[src/rtl/vend_panel_ctrl_if.sv]
// Command/response bundle between the front panel and the vending machine FSM.
// The panel (master) drives one-hot command pulses; the machine answers with beverage.
interface vend_panel_ctrl_if;
   logic coin;
   logic selection;
   logic refund;
   logic beverage;

   modport master (
      output coin,
      output selection,
      output refund,
      input  beverage
   );

   modport slave (
      input  coin,
      input  selection,
      input  refund,
      output beverage
   );
endinterface

[src/rtl/vend_panel_ctrl.sv]
// Vending front-panel controller: debounces coin/select/refund inputs, issues one-hot command
// pulses, tracks credit and dispense timeout. Optional dispense counter under VEND_PANEL_STATS_EN.
module vend_panel_ctrl #(
   parameter int DEBOUNCE_CYCLES = 4,
   parameter int TIMEOUT         = 8,
   parameter int CNT_W           = 8
) (
   input  logic                 clk,
   input  logic                 rst_n,
   vend_panel_ctrl_if.master    bus,
   input  logic                 coin_in,
   input  logic                 sel_btn,
   input  logic                 refund_btn,
   input  logic                 err_clr,
   output logic                 credit,
   output logic                 busy,
   output logic [CNT_W-1:0]     vend_count,
   output logic                 timeout_err
);

   localparam int DB_W  = $clog2(DEBOUNCE_CYCLES + 1);
   localparam int TMO_W = $clog2(TIMEOUT + 1);
   localparam logic [DB_W-1:0]  DB_MAX   = DB_W'(DEBOUNCE_CYCLES);
   localparam logic [DB_W-1:0]  DB_LAST  = DB_W'(DEBOUNCE_CYCLES - 1);
   localparam logic [TMO_W-1:0] TMO_LAST = TMO_W'(TIMEOUT - 1);

   typedef enum logic [1:0] {
      IDLE     = 2'd0,
      CREDIT   = 2'd1,
      WAIT_BEV = 2'd2
   } state_e;

   state_e           state_q, state_d;
   logic [DB_W-1:0]  db_q [3];
   logic [DB_W-1:0]  db_d [3];
   logic [2:0]       raw_s;
   logic [2:0]       ev_s;
   logic             win_coin_s, win_sel_s, win_ref_s;
   logic [TMO_W-1:0] tmo_q, tmo_d;
   logic             tmo_fire_s;
   logic             coin_q, coin_d;
   logic             sel_q, sel_d;
   logic             ref_q, ref_d;
   logic             credit_q, credit_d;
   logic             busy_q, busy_d;
   logic             err_q, err_d;

   // Index 0 = coin, 1 = select, 2 = refund
   assign raw_s = {refund_btn, sel_btn, coin_in};

   // Saturating debounce counters; event fires only on the edge the count reaches DB_MAX
   always_comb begin
      for (int i = 0; i < 3; i++) begin
         db_d[i] = '0;
         ev_s[i] = 1'b0;
         if (raw_s[i]) begin
            if (db_q[i] == DB_MAX) begin
               db_d[i] = db_q[i];
            end else begin
               db_d[i] = db_q[i] + DB_W'(1);
            end
            ev_s[i] = (db_q[i] == DB_LAST);
         end else begin
            db_d[i] = '0;
            ev_s[i] = 1'b0;
         end
      end
   end

   assign win_ref_s  = ev_s[2];
   assign win_sel_s  = ev_s[1] & ~ev_s[2];
   assign win_coin_s = ev_s[0] & ~ev_s[1] & ~ev_s[2];

   // Next-state, command pulses and dispense timeout
   always_comb begin
      state_d    = state_q;
      tmo_d      = tmo_q;
      coin_d     = 1'b0;
      sel_d      = 1'b0;
      ref_d      = 1'b0;
      tmo_fire_s = 1'b0;
      case (state_q)
         IDLE: begin
            if (win_coin_s) begin
               coin_d  = 1'b1;
               state_d = CREDIT;
            end else begin
               state_d = IDLE;
            end
         end
         CREDIT: begin
            if (win_ref_s) begin
               ref_d   = 1'b1;
               state_d = IDLE;
            end else if (win_sel_s) begin
               sel_d   = 1'b1;
               tmo_d   = '0;
               state_d = WAIT_BEV;
            end else begin
               state_d = CREDIT;
            end
         end
         WAIT_BEV: begin
            if (bus.beverage) begin
               state_d = IDLE;
            end else if (tmo_q == TMO_LAST) begin
               tmo_fire_s = 1'b1;
               state_d    = IDLE;
            end else begin
               tmo_d = tmo_q + TMO_W'(1);
            end
         end
         default: begin
            state_d = IDLE;
         end
      endcase

      credit_d = (state_d != IDLE);
      busy_d   = (state_d == WAIT_BEV);

      // A timeout on the same edge as err_clr keeps the error set
      if (tmo_fire_s) begin
         err_d = 1'b1;
      end else if (err_clr) begin
         err_d = 1'b0;
      end else begin
         err_d = err_q;
      end
   end

   // State, debounce and output registers
   always_ff @(posedge clk or negedge rst_n) begin
      if (!rst_n) begin
         state_q  <= IDLE;
         tmo_q    <= '0;
         coin_q   <= 1'b0;
         sel_q    <= 1'b0;
         ref_q    <= 1'b0;
         credit_q <= 1'b0;
         busy_q   <= 1'b0;
         err_q    <= 1'b0;
         for (int i = 0; i < 3; i++) begin
            db_q[i] <= '0;
         end
      end else begin
         state_q  <= state_d;
         tmo_q    <= tmo_d;
         coin_q   <= coin_d;
         sel_q    <= sel_d;
         ref_q    <= ref_d;
         credit_q <= credit_d;
         busy_q   <= busy_d;
         err_q    <= err_d;
         for (int i = 0; i < 3; i++) begin
            db_q[i] <= db_d[i];
         end
      end
   end

   assign bus.coin      = coin_q;
   assign bus.selection = sel_q;
   assign bus.refund    = ref_q;
   assign credit        = credit_q;
   assign busy          = busy_q;
   assign timeout_err   = err_q;

`ifdef VEND_PANEL_STATS_EN
   logic             bev_ok_s;
   logic [CNT_W-1:0] vcnt_q, vcnt_d;

   assign bev_ok_s = (state_q == WAIT_BEV) & bus.beverage;

   // Saturating count of confirmed dispenses
   always_comb begin
      vcnt_d = vcnt_q;
      if (bev_ok_s && (vcnt_q != {CNT_W{1'b1}})) begin
         vcnt_d = vcnt_q + CNT_W'(1);
      end else begin
         vcnt_d = vcnt_q;
      end
   end

   // Dispense counter register
   always_ff @(posedge clk or negedge rst_n) begin
      if (!rst_n) begin
         vcnt_q <= '0;
      end else begin
         vcnt_q <= vcnt_d;
      end
   end

   assign vend_count = vcnt_q;
`else
   assign vend_count = '0;
`endif

endmodule

[src/flat_wrapper.sv]
// flat-port wrapper written by rule: the top's interface ports become plain ports
module vend_panel_ctrl_flat 
#(
   parameter int DEBOUNCE_CYCLES = 4,
   parameter int TIMEOUT         = 8,
   parameter int CNT_W           = 8
)
  (clk, rst_n, coin_in, sel_btn, refund_btn, err_clr, credit, busy, vend_count, timeout_err, bus_coin, bus_selection, bus_refund, bus_beverage);
  vend_panel_ctrl_if bus_i ();
  input  logic clk;
  input  logic rst_n;
  input  logic coin_in;
  input  logic sel_btn;
  input  logic refund_btn;
  input  logic err_clr;
  output logic credit;
  output logic busy;
  output logic [CNT_W-1:0] vend_count;
  output logic timeout_err;
  output wire logic [$bits(bus_i.coin)-1:0] bus_coin;
  output wire logic [$bits(bus_i.selection)-1:0] bus_selection;
  output wire logic [$bits(bus_i.refund)-1:0] bus_refund;
  input wire logic [$bits(bus_i.beverage)-1:0] bus_beverage;
  assign bus_coin = bus_i.coin;
  assign bus_selection = bus_i.selection;
  assign bus_refund = bus_i.refund;
  assign bus_i.beverage = bus_beverage;
  vend_panel_ctrl #(.DEBOUNCE_CYCLES(DEBOUNCE_CYCLES), .TIMEOUT(TIMEOUT), .CNT_W(CNT_W)) u_core (.clk(clk), .rst_n(rst_n), .bus(bus_i), .coin_in(coin_in), .sel_btn(sel_btn), .refund_btn(refund_btn), .err_clr(err_clr), .credit(credit), .busy(busy), .vend_count(vend_count), .timeout_err(timeout_err));
endmodule
[config.mk]
export PLATFORM = sky130hd
export DESIGN_NAME = vend_panel_ctrl_flat
export DESIGN_NICKNAME = d
export VERILOG_FILES = /design/src/rtl/vend_panel_ctrl_if.sv /design/src/rtl/vend_panel_ctrl.sv /design/src/flat_wrapper.sv
export SDC_FILE = /design/constraint.sdc
export NUM_CORES = 1
export LEC_CHECK = 0
export BUFFER_PORTS_ARGS = -buffer_cell sky130_fd_sc_hd__buf_2
export CAP_MARGIN = 20
export CORE_MARGIN = 4
export CORE_UTILIZATION = 40
export CTS_BUF_LIST = sky130_fd_sc_hd__clkbuf_4 sky130_fd_sc_hd__clkbuf_8
export CTS_CLUSTER_DIAMETER = 50
export CTS_CLUSTER_SIZE = 20
export DETAILED_ROUTE_END_ITERATION = 8
export GPL_TIMING_DRIVEN = 1
export PLACE_DENSITY_LB_ADDON = 0.3
export REMOVE_ABC_BUFFERS = 1
export SLEW_MARGIN = 40
export SYNTH_ARGS = -nofsm -noshare
export SYNTH_HDL_FRONTEND = slang
export SYNTH_SLANG_ARGS = --single-unit
[constraint.sdc]
create_clock -name clk -period 2.1 [get_ports clk]
set_input_delay 0.315 -clock clk [delete_from_list [all_inputs] [get_ports clk]]
set_output_delay 0.315 -clock clk [all_outputs]
set_load 0.02 [all_outputs]
### Yosys cells after proc, flatten, opt, wreduce, memory -nomap -nowiden

Index checks and enable logic that the tools add are counted.

| storage, ports and cells | value |
|---|---|
| flip-flop bits (word level) | 21 |

| cells by class | value |
|---|---|
| add/subtract/negate cells | 4 |
| equal/unequal tests | 17 |
| reduce and logical (&&, ||, !) cells | 5 |
| bitwise gates (word level) | 5 |
| muxes and demuxes | 32 |

Operators with widths:

| kind | count |
|---|---|
| $mux 3 | 6 |
| $mux 1 | 16 |
| $mux 4 | 4 |
| $ne 2x2->1 const B | 6 |
| $add 3x1->3 const B | 3 |
| $eq 3x2->1 const B | 3 |
| $eq 3x3->1 const B | 3 |
| $mux 2 | 4 |
| $pmux 4 s2 | 1 |
| $pmux 2 s3 | 1 |
| $reduce_bool 2->1 | 3 |
| $reduce_and 5->1 | 1 |
| $add 4x1->4 const B | 1 |
| $eq 2x2->1 const B | 2 |
| $eq 4x3->1 const B | 1 |
| $and 1x1->1 | 3 |
| $eq 2x1->1 const B | 1 |
| $logic_not 2->1 | 1 |
| $ne 2x1->1 const B | 1 |
| $not 1->1 | 2 |

### Longest topological paths before layout

Gate-level depths: netlist (run 1).

| logic depth | value |
|---|---|
| word-level depth | 8 |
| gate-level depth with buffers | 8 |
| mapped depth without buffers | 8 |

### Worst setup path before layout (run 1)

No wires, ideal clock.

| path | value |
|---|---|
| kind | register to register |
| start | reg u_core.db_q[0] (netlist bit) |
| end | reg u_core.tmo_q[2] |
| clock period less this slack | 1.604 ns |
| stages on the path, launching flop included | 9 |
| arrival | 1.480 ns |
| buffers on the path | 0 |
| setup slack | 0.496 ns |
| setup time | 0.124 ns |
| data required time | 1.976 ns |
| cell sequence | dfrtp_1 -> ha_1 -> ha_1 -> and2_1 -> nor3_4 -> nor2_4 -> clkinv_2 -> mux2i_1 -> o21ai_1 |

| on the way | value |
|---|---|
| cells in the longest elaborated chain, start to end | 6 |
| elaborated cells on any way between the ends | 7 |
| classes of those cells | 3 x eq/ne; 1 x mux; 2 x bitwise; 1 x reduce/logical |

Ends and longest elaborated chain:

| element | RTL line | text |
|---|---|---|
| from (decl) | vend_panel_ctrl.sv:34 | `logic [DB_W-1:0] db_q [3];` |
| from (signal, indexed assignment) | vend_panel_ctrl.sv:155 | `db_q[i] <= db_d[i];` |
| $eq 3x2->1 (*) | vend_panel_ctrl.sv:62 | `ev_s[i] = (db_q[i] == DB_LAST);` |
| $mux 1 (*) | vend_panel_ctrl.sv:56 | `if (raw_s[i]) begin` |
| $not 1->1 | vend_panel_ctrl.sv:71 | `assign win_sel_s = ev_s[1] & ~ev_s[2];` |
| $and 1x1->1 | vend_panel_ctrl.sv:71 |  |
| $ne 2x1->1 (no source line) | n/a |  |
| $reduce_and 5->1 (no source line) (*) | n/a |  |
| to (signal assigned) | vend_panel_ctrl.sv:147 | `tmo_q <= tmo_d;` |
| to (decl) | vend_panel_ctrl.sv:39 | `logic [TMO_W-1:0] tmo_q, tmo_d;` |

Mark *: on every way between the ends. The rest lies on a longest branch, timed or not.
A chain may end at the register's enable or synchronous reset.

### Final worst setup path (run 1)

Ends and elaborated chain as after synthesis.

==> flow_summary.json, run 1 <==
{
  "io_pins": 21,
  "period_share_pct": 82.4,
  "p_per_area_nw_per_um2": 1020,
  "path_cells": "ha_1 > ha_1 > and2_1 > nor3_4 > nor2_4 > clkinv_2 > mux2i_1 > o21ai_1",
  "dieArea_um2": 3650,
  "fin_nets": 137,
  "setup_viol": 0,
  "rsz0062_at_grt": "false",
  "cts_setup_buffers": 0,
  "min_from": "err_clr",
  "numPlacedInstances": 144,
  "core_um2": 2540,
  "grt_pass1_wl_mm": 2.90,
  "r2r-start": "u_core.db_q[0]",
  "synth.top_cells.by_area": "dfrtp_1 (48%), ha_1 (11%), buf_4 (5.5%)",
  "cts_tree": "done",
  "die_h_um": 60.4,
  "crit_type": "register to register",
  "busiest_layer": "met2",
  "worstHoldPathCells": 2,
  "final_common_cell": "dfrtp_1",
  "num_rows": 18,
  "fin_crit_ns": 1.73,
  "timing.fmax_mhz": 578,
  "rrSetupSlack_ns": 0.37,
  "post-synth-top-area-cell": "dfrtp_1",
  "grt_max_degree": 22,
  "setup_slack_ns": 0.369,
  "htreeDepth": 1,
  "antenna_found_initial": 0,
  "cp_max_fo": 5,
  "crit_path_top_delay_cell": "dfrtp_1",
  "grt_use_met1_pct": 13.1,
  "area_delta_synth_final_pct": 9.21,
  "syn_avg_cell_area_um2": 10.7,
  "utilization_pct": 47.2,
  "overflow": 0,
  "r2r_cells": 8,
  "die_x_um": 60.4,
  "dp_slack_ns": 0.372,
  "worstPathArrival_ns": 1.93,
  "cts_buffers": 3,
  "design_area_um2": 1200,
  "post_dp_cell_area_um2": 1160,
  "initial_core_util_pct": 43.2,
  "crit_path_start_kind": "register",
  "cts_root_buffer": "clkbuf_4",
  "skew_ns": 0.0121,
  "clk_latency_ns": 0.32,
  "status": "finished, final reports clean",
  "grt_usage_pct": 10.8,
  "grt_pass1_vias": 671,
  "slew_violations": 0,
  "finalHoldViolCount": 0,
  "yosysUniqueCellTypes": 27,
  "hold_path_class": "input port to register",
  "grt_use_met2_pct": 18.2,
  "crit_top_cell": "ha_1",
  "worst_hold_path.endpoint": "u_core.timeout_err",
  "grtUsageMet3_pct": 4.04,
  "drive_gt1_share_pct": 19.3,
  "final_cells": 149,
  "ir_drop_uv": 583,
  "p_leak_nw": 0.614,
  "drt_iter0_drc": 40,
  "syn_inst": 103,
  "portBuffers": 12,
  "clock-sinks": 21,
  "viasPerCell": 4.74,
  "avgRoutedWirePerCell_um": 12.0,
  "cts_buffer_depth": 2,
  "critPathRequiredTime_ns": 2.30,
  "place_congestion": 0.790,
  "drtAntennaViolNets": 0,
  "maxCapViolations": 0,
  "cts.clk_slew.worst_paths_ns": 0.13,
  "dp.final_hpwl_mm": 1.40,
  "antenna_cells": 0,
  "ys_warn_count": 0,
  "synth_top_area_share_pct": 47.8,
  "seq_area_frac_synth_pct": 47.8,
  "r2r_end": "u_core.tmo_q[2]",
  "timing.setup.tns_ns": 0,
  "ys_seq_elements": 21,
  "end_kind": "register",
  "drc": 0,
  "syn_area_um2": 1100,
  "drt-total-wl_mm": 1.78,
  "via_count": 707,
  "mostFrequentLayoutCells": "dfrtp_1 (21), buf_2 (12), inv_1 (11)",
  "slowest_delay_ns": 0.41,
  "dr.pass1.iters": 4
}
[cell families (layout without fill, tap and decap cells)]
family | after synthesis | in the layout | share of synthesized area [%]
fa+ha+maj | 10 | 10 | 11.4
simple gates | 34 | 34 | 18.7
xor+xnor | 4 | 4 | 3.19
buf+inv | 20 | 29 | 9.67
mux | 2 | 2 | 2.27
compound gates | 11 | 11 | 6.71
flops | 21 | 21 | 47.8
other cells | 1 | 8 | 0.341
[routing by layer]
metal	share of wire [%]	up-vias	wire, µm
met5	0	-	0
met4	0.67	0	12
met3	7.8	2	140
met2	47	28	838
met1	44	332	793
li1	-	345	-
[through the flow]
| stage | power, W | hold WS (ns) |
|---|---|---|
| 2_1_floorplan | 0.000914 | 0.0194 |
| 3_3_place_gp | 0.000995 | 0.300 |
| 3_5_place_dp | 0.00103 | 0.303 |
| 4_1_cts | 0.00123 | 0.151 |
| 5_1_grt | 0.00131 | 0.145 |
| 6_report | 0.00123 | 0.147 |
[critical path: cells and delay by family, from the launching register on]
kind | cells | cell delay [ns]
buffers and inverters | 1 | 0.06
multiplexers | 1 | 0.17
AND/OR/NAND/NOR | 3 | 0.50
AO/OA/AOI/OAI | 1 | 0.08
adder cells (fa/ha/maj) | 2 | 0.41
flip-flops | 1 | 0.41
[cells in the mapped netlist]
library cell   n
nor3_1         1
or3b_4         1
ha_1          10
a21oi_1        1
nor2_1         4
xnor2_1        4
dfrtp_1       21
mux2i_1        1
nor3_2         1
clkinv_2       1
and3b_1        1
nand2_1       10
nor3_4         1
nand3_1        4
o21ai_1        3
nand2b_1       3
buf_4          8
conb_1         1
nor2_4         2
mux2_4         1
a22o_1         1
and2_1         4
nand3b_1       1
inv_1         11
a21boi_0       2
nor3b_1        1
a21boi_1       4
[area by class of cell]
class / instances / area [µm²]
Clock buffer: 3 / 22.5
Clock inverter: 1 / 5.00
Fill cell: 253 / 1340
Inverter: 12 / 46.3
Multi-Input combinational cell: 69 / 494
Sequential cell: 21 / 526
Tap cell: 30 / 37.5
Timing Repair Buffer: 13 / 70.1
[worst max-delay path by stage]
stage	from	endpoint	slack, ns	depth (start not counted)
floorplan	u_core.db_q[0]	u_core.tmo_q[2]	0.50	8
global placement	u_core.db_q[1]	u_core.tmo_q[2]	0.46	8
detailed placement	u_core.db_q[0]	u_core.tmo_q[2]	0.37	8
CTS	u_core.db_q[0]	u_core.tmo_q[2]	0.36	8
global route	u_core.db_q[1]	u_core.tmo_q[2]	0.27	8
finish	u_core.db_q[0]	u_core.tmo_q[2]	0.37	8
[state kept, by name, summed over array words and instances (netlist names)]
signal and cells:
u_core.bus.coin 1, u_core.bus.refund 1, u_core.bus.selection 1, u_core.busy 1
u_core.credit 1, u_core.db_q 9, u_core.state_q 2, u_core.timeout_err 1
u_core.tmo_q 4
[timing repair]
item                      CTS  global route
resized for setup           0             0
hold endpoints to repair   21             0
hold buffers                1             0
[where the power goes]
| group | internal [W] | leakage [nW] | total (W) | switching, W |
|---|---|---|---|---|
| Combinational | 0.000181 | 0.317 | 0.000411 | 0.000230 |
| Clock | 0.0000712 | 0.0177 | 0.000204 | 0.000133 |
| Sequential | 0.000517 | 0.279 | 0.000612 | 0.0000949 |
(Power assumes the default switching activity.)
==> run 2: changes to the inputs <==
==> constraint.sdc (replaced) <==
create_clock -name clk -period 1.4 [get_ports clk]
set_input_delay 0.21 -clock clk [delete_from_list [all_inputs] [get_ports clk]]
set_output_delay 0.21 -clock clk [all_outputs]
set_load 0.02 [all_outputs]
==> flow_summary.json, run 2 (synthesis gave the netlist of run 1 again) <==
{
  "initial_core_util_pct": 43.2,
  "grt_max_degree": 22,
  "portBuffers": 12,
  "clock-sinks": 21,
  "timing.fmax_mhz": 658,
  "worst_hold_path.endpoint": "u_core.timeout_err",
  "slew_violations": 0,
  "cts_buffers": 3,
  "period_share_pct": 109,
  "multi_input_area_um2": 548,
  "p_per_area_nw_per_um2": 1470,
  "setup_viol": 4,
  "avgRoutedWirePerCell_um": 11.5,
  "grt_use_met2_pct": 18.8,
  "r2r_end": "u_core.tmo_q[2]",
  "dr.pass1.iters": 4,
  "reg.largest.list": "u_core.db_q (9), u_core.tmo_q (4), u_core.state_q (2)",
  "clk_latency_ns": 0.30,
  "worstHoldPathCells": 2,
  "die_x_um": 60.4,
  "core_um2": 2540,
  "htreeDepth": 1,
  "maxCapViolations": 0,
  "p_leak_nw": 0.686,
  "rsz0062_at_grt": "true",
  "crit_path_start_kind": "register",
  "grt_pass1_vias": 724,
  "drtAntennaViolNets": 0,
  "grtUsageMet3_pct": 2.77,
  "nFillCells": 220,
  "top_register": "u_core.db_q",
  "worstPathArrival_ns": 1.72,
  "grt_usage_pct": 11.2,
  "violations": "negative setup slack",
  "mostFrequentLayoutCells": "dfrtp_1 (21), buf_4 (13), buf_2 (12)",
  "ir_drop_uv": 751,
  "slowest_delay_ns": 0.41,
  "crit_path_top_delay_cell": "dfrtp_1",
  "place_congestion": 0.788,
  "cts_root_buffer": "clkbuf_4",
  "path_cells": "ha_2 > ha_4 > and2_4 > nor3_4 > nor2_4 > clkinv_2 > mux2i_1 > o21ai_1",
  "busiest_layer": "met2",
  "seq_area_um2": 526,
  "antenna_cells": 0,
  "cts_buffer_depth": 2,
  "antenna_found_initial": 0,
  "drt-total-wl_mm": 1.87,
  "r2r_cells": 8,
  "grt_use_met1_pct": 14.4,
  "dieArea_um2": 3650,
  "min_from": "err_clr",
  "num_rows": 18,
  "r2r-start": "u_core.db_q[1]",
  "drc": 0,
  "drive_gt1_share_pct": 35.3,
  "timing.setup.tns_ns": -0.338,
  "via_count": 743,
  "cts_tree": "done",
  "crit_type": "register to register",
  "cts.clk_slew.worst_paths_ns": 0.12,
  "drt_iter0_drc": 12,
  "area_delta_synth_final_pct": 24.0,
  "finalHoldViolCount": 0,
  "final_common_cell": "dfrtp_1",
  "largest_reg_flops": 9,
  "grt_pass1_wl_mm": 3.07,
  "status": "complete, but fails checks",
  "fin_crit_ns": 1.52,
  "viasPerCell": 4.56,
  "cp_max_fo": 4,
  "critPathRequiredTime_ns": 1.60,
  "dp_slack_ns": -0.257,
  "setup_slack_ns": -0.119,
  "io_pins": 21,
  "rrSetupSlack_ns": -0.12,
  "dp.final_hpwl_mm": 1.40,
  "end_kind": "register",
  "overflow": 0,
  "skew_ns": 0.00322,
  "hold_path_class": "input port to register",
  "fin_nets": 151,
  "die_h_um": 60.4
}
## run 2: changes by cell type in the layout (fill, tap and decap cells not counted), sizes merged
cell	before	now
buf	12	26
## run 2: report_power, final
| group | switching, W | total (W) | internal [W] |
|---|---|---|---|
| Combinational | 0.000412 | 0.000825 | 0.000413 |
| Sequential | 0.000120 | 0.000895 | 0.000775 |
| Clock | 0.000184 | 0.000291 | 0.000107 |
## run 2: layer usage
| metal | up-vias | routed length (µm) |
|---|---|---|
| met5 | - | 0 |
| met4 | 0 | 18 |
| met3 | 4 | 108 |
| met2 | 18 | 919 |
| met1 | 344 | 824 |
| li1 | 377 | - |
## run 2: worst max path at each step
stage                        start              end  slack (ns)  depth (start not counted)
floorplan           u_core.db_q[0]  u_core.tmo_q[2]       -0.20                          8
global placement    u_core.db_q[0]  u_core.tmo_q[2]       -0.21                          8
detailed placement  u_core.db_q[0]  u_core.tmo_q[2]       -0.26                          8
CTS                 u_core.db_q[1]  u_core.tmo_q[2]       -0.12                          8
global route        u_core.db_q[1]  u_core.tmo_q[2]       -0.20                          8
finish              u_core.db_q[1]  u_core.tmo_q[2]       -0.12                          8
## run 2: worst max-delay path: cells and delay by family (launching register included)
kind | cells | cell delay (ns)
compound gates | 1 | 0.08
mux | 1 | 0.16
simple gates | 3 | 0.37
buf+inv | 1 | 0.05
fa+ha+maj | 2 | 0.35
flops | 1 | 0.41
## run 2: cell type report
class / count / area share [%]
flip-flops and latches: 21 / 38.5
repair buffers: 27 / 13.1
clock inverters: 1 / 0.367
multi-input cells: 69 / 40.2
clock buffers: 3 / 1.65
well taps: 30 / 2.75
inverters: 12 / 3.39
## run 2: repair_timing
| action | in CTS | in global routing |
|---|---|---|
| pin swaps | 6 | 1 |
| setup endpoints to repair | 7 | 7 |
| resized for setup | 8 | 6 |
| setup buffers | 3 | 2 |
| endpoints found under the hold margin | 21 | 0 |
| hold buffers | 1 | 0 |
## run 2: per-stage QoR
| step | hold WS, ns | total power [W] | instances | utilization [%] | instance area, µm² |
|---|---|---|---|---|---|
| final | 0.0593 | 0.00201 | 163 | 53.6 | 1360 |
| after global placement | 0.190 | 0.00157 | 154 | 48.7 | 1240 |
| after global routing | 0.0530 | 0.00219 | 163 | 53.6 | 1360 |
| after CTS | 0.0556 | 0.00199 | 161 | 52.1 | 1330 |
| after floorplan | -0.0856 | 0.00137 | 102 | - | 1070 |
| after detailed placement | 0.192 | 0.00161 | 154 | 48.7 | 1240 |
==> run 3: changes to the inputs <==
--- a/config.mk
+++ b/config.mk
@@ -6,9 +6,9 @@
 export NUM_CORES = 1
 export LEC_CHECK = 0
 export BUFFER_PORTS_ARGS = -buffer_cell sky130_fd_sc_hd__buf_2
-export CAP_MARGIN = 20
-export CORE_MARGIN = 4
-export CORE_UTILIZATION = 40
+export CELL_PAD_IN_SITES_DETAIL_PLACEMENT = 1
+export CELL_PAD_IN_SITES_GLOBAL_PLACEMENT = 1
+export CORE_UTILIZATION = 39
 export CTS_BUF_LIST = sky130_fd_sc_hd__clkbuf_4 sky130_fd_sc_hd__clkbuf_8
 export CTS_CLUSTER_DIAMETER = 50
 export CTS_CLUSTER_SIZE = 20
==> flow_summary.json, run 3 (synthesis gave the netlist of run 1 again) <==
{
  "antenna_cells": 0,
  "drive_gt1_share_pct": 33.1,
  "cts_buffer_depth": 2,
  "drtAntennaViolNets": 0,
  "clk_latency_ns": 0.31,
  "grt_usage_pct": 17.0,
  "avgRoutedWirePerCell_um": 12.5,
  "drt-total-wl_mm": 2.04,
  "timing.fmax_mhz": 625,
  "viasPerCell": 4.69,
  "pwr-share-seq_pct": 44.0,
  "grt_pass1_wl_mm": 3.48,
  "dp.final_hpwl_mm": 1.57,
  "p_int_w": 0.00128,
  "design_area_um2": 1340,
  "mostFrequentLayoutCells": "dfrtp_1 (21), buf_4 (14), buf_2 (12)",
  "maxCapViolations": 0,
  "drc": 0,
  "setup_viol": 5,
  "rsz0062_at_grt": "true",
  "p_per_area_nw_per_um2": 1510,
  "finalHoldViolCount": 0,
  "critPathRequiredTime_ns": 1.60,
  "fin_nets": 151,
  "num_rows": 18,
  "skew_ns": 0.0129,
  "finalPower_w": 0.00201,
  "p_leak_nw": 0.686,
  "cts_tree": "done",
  "drt_iter0_drc": 3,
  "grt_pass1_vias": 822,
  "utilization_pct": 52.0,
  "top_register": "u_core.db_q",
  "place_congestion": 0.716,
  "initial_core_util_pct": 42.8,
  "slowest_delay_ns": 0.40,
  "htreeDepth": 1,
  "antenna_found_initial": 0,
  "nFillCells": 297,
  "largest_reg_flops": 9,
  "slew_violations": 0,
  "clock-sinks": 21,
  "crit_path_start_kind": "register",
  "dieArea_um2": 3040,
  "cts_root_buffer": "clkbuf_4",
  "status": "complete, but fails checks",
  "die_x_um": 55.1,
  "cts.clk_slew.worst_paths_ns": 0.13,
  "die_h_um": 55.1,
  "cp_max_fo": 4,
  "core_um2": 2570,
  "violations": "negative setup slack",
  "period_share_pct": 114,
  "path_cells": "ha_2 > ha_4 > and2_4 > nor3_4 > nor2_4 > clkinv_2 > mux2i_1 > o21ai_1",
  "io_pins": 21,
  "worstPathArrival_ns": 1.80,
  "switching_share_pct": 36.3,
  "p_sw_w": 0.000731,
  "via_count": 765,
  "portBuffers": 12,
  "grt_max_degree": 22,
  "pwr-share-clk_pct": 14.9,
  "fin_crit_ns": 1.60,
  "cts_buffers": 3,
  "post_dp_cell_area_um2": 1240,
  "area_delta_synth_final_pct": 21.4,
  "overflow": 0,
  "crit_family": "flip-flops",
  "end_kind": "register",
  "dr.pass1.iters": 2,
  "reg.largest.list": "u_core.db_q (9), u_core.tmo_q (4), u_core.state_q (2)",
  "dp_slack_ns": -0.291,
  "comb_power_share_pct": 41.1,
  "crit_type": "register to register",
  "crit_path_top_delay_cell": "dfrtp_1",
  "setup_slack_ns": -0.201,
  "final_common_cell": "dfrtp_1",
  "cp_num_buf_inv": 1,
  "ir_drop_uv": 652,
  "hold_path_class": "input port to register"
}
==> run 3: cell counts in the layout (fill, tap and decap cells not counted) <==
No cell type changed its count.
==> run 3: layout make-up <==
type / count / area (µm²) / area share, %
sequential: 21 / 526 / 39.4
timing repair buffer: 27 / 175 / 13.1
clock inverter: 1 / 5.00 / 0.375
clock buffer: 3 / 22.5 / 1.69
tap: 30 / 37.5 / 2.81
multi-input combinational: 69 / 523 / 39.2
inverter: 12 / 46.3 / 3.47
==> run 3: worst paths after layout <==
path	from	depth (start not counted)	end	slack [ns]
hold reg to reg	u_core.timeout_err	2	u_core.timeout_err	0.53
hold / removal	err_clr	2	u_core.timeout_err	0.06
setup reg to reg	u_core.db_q[1]	8	u_core.tmo_q[2]	-0.20
max in group asynchronous	rst_n	2	u_core.bus.refund	0.70
min in group asynchronous	rst_n	2	u_core.tmo_q[0]	0.37
setup / recovery	u_core.db_q[1]	8	u_core.tmo_q[2]	-0.20
==> run 3: per-layer routing <==
metal | routed length (µm) | part of all wire (%) | vias up | track usage [%]
li1 | - | - | 379 | -
met5 | 0 | 0 | - | 0
met4 | 10 | 0.49 | 0 | 7.50
met1 | 860 | 42 | 372 | 19.0
met2 | 1120 | 55 | 12 | 30.9
met3 | 53 | 2.6 | 2 | 3.28
==> run 3: power by group through the flow <==
stage               logic [W]  registers (W)  clock network [W]
floorplan            0.000459       0.000911                  0
global placement     0.000685       0.000891                  0
detailed placement   0.000744       0.000902                  0
CTS                  0.000807       0.000887           0.000315
global route         0.000955       0.000917           0.000348
finish               0.000826       0.000885           0.000299
==> run 3: what timing repair did <==
action / in CTS / in global routing
resized for setup: 6 / 2
pin swaps: 6 / 4
hold buffers: 1 / 0
endpoints found under the hold margin: 21 / 0
setup buffers: 2 / 3
endpoints found under the setup margin: 8 / 7
==> run 3: per-stage QoR <==
stage	hold WS (ns)	instances	TNS [ns]
floorplan	-0.0856	102	-0.487
global placement	0.196	154	-0.717
detailed placement	0.203	154	-1.13
CTS	0.0457	160	-0.241
global route	0.0436	163	-0.926
finish	0.0570	163	-0.640
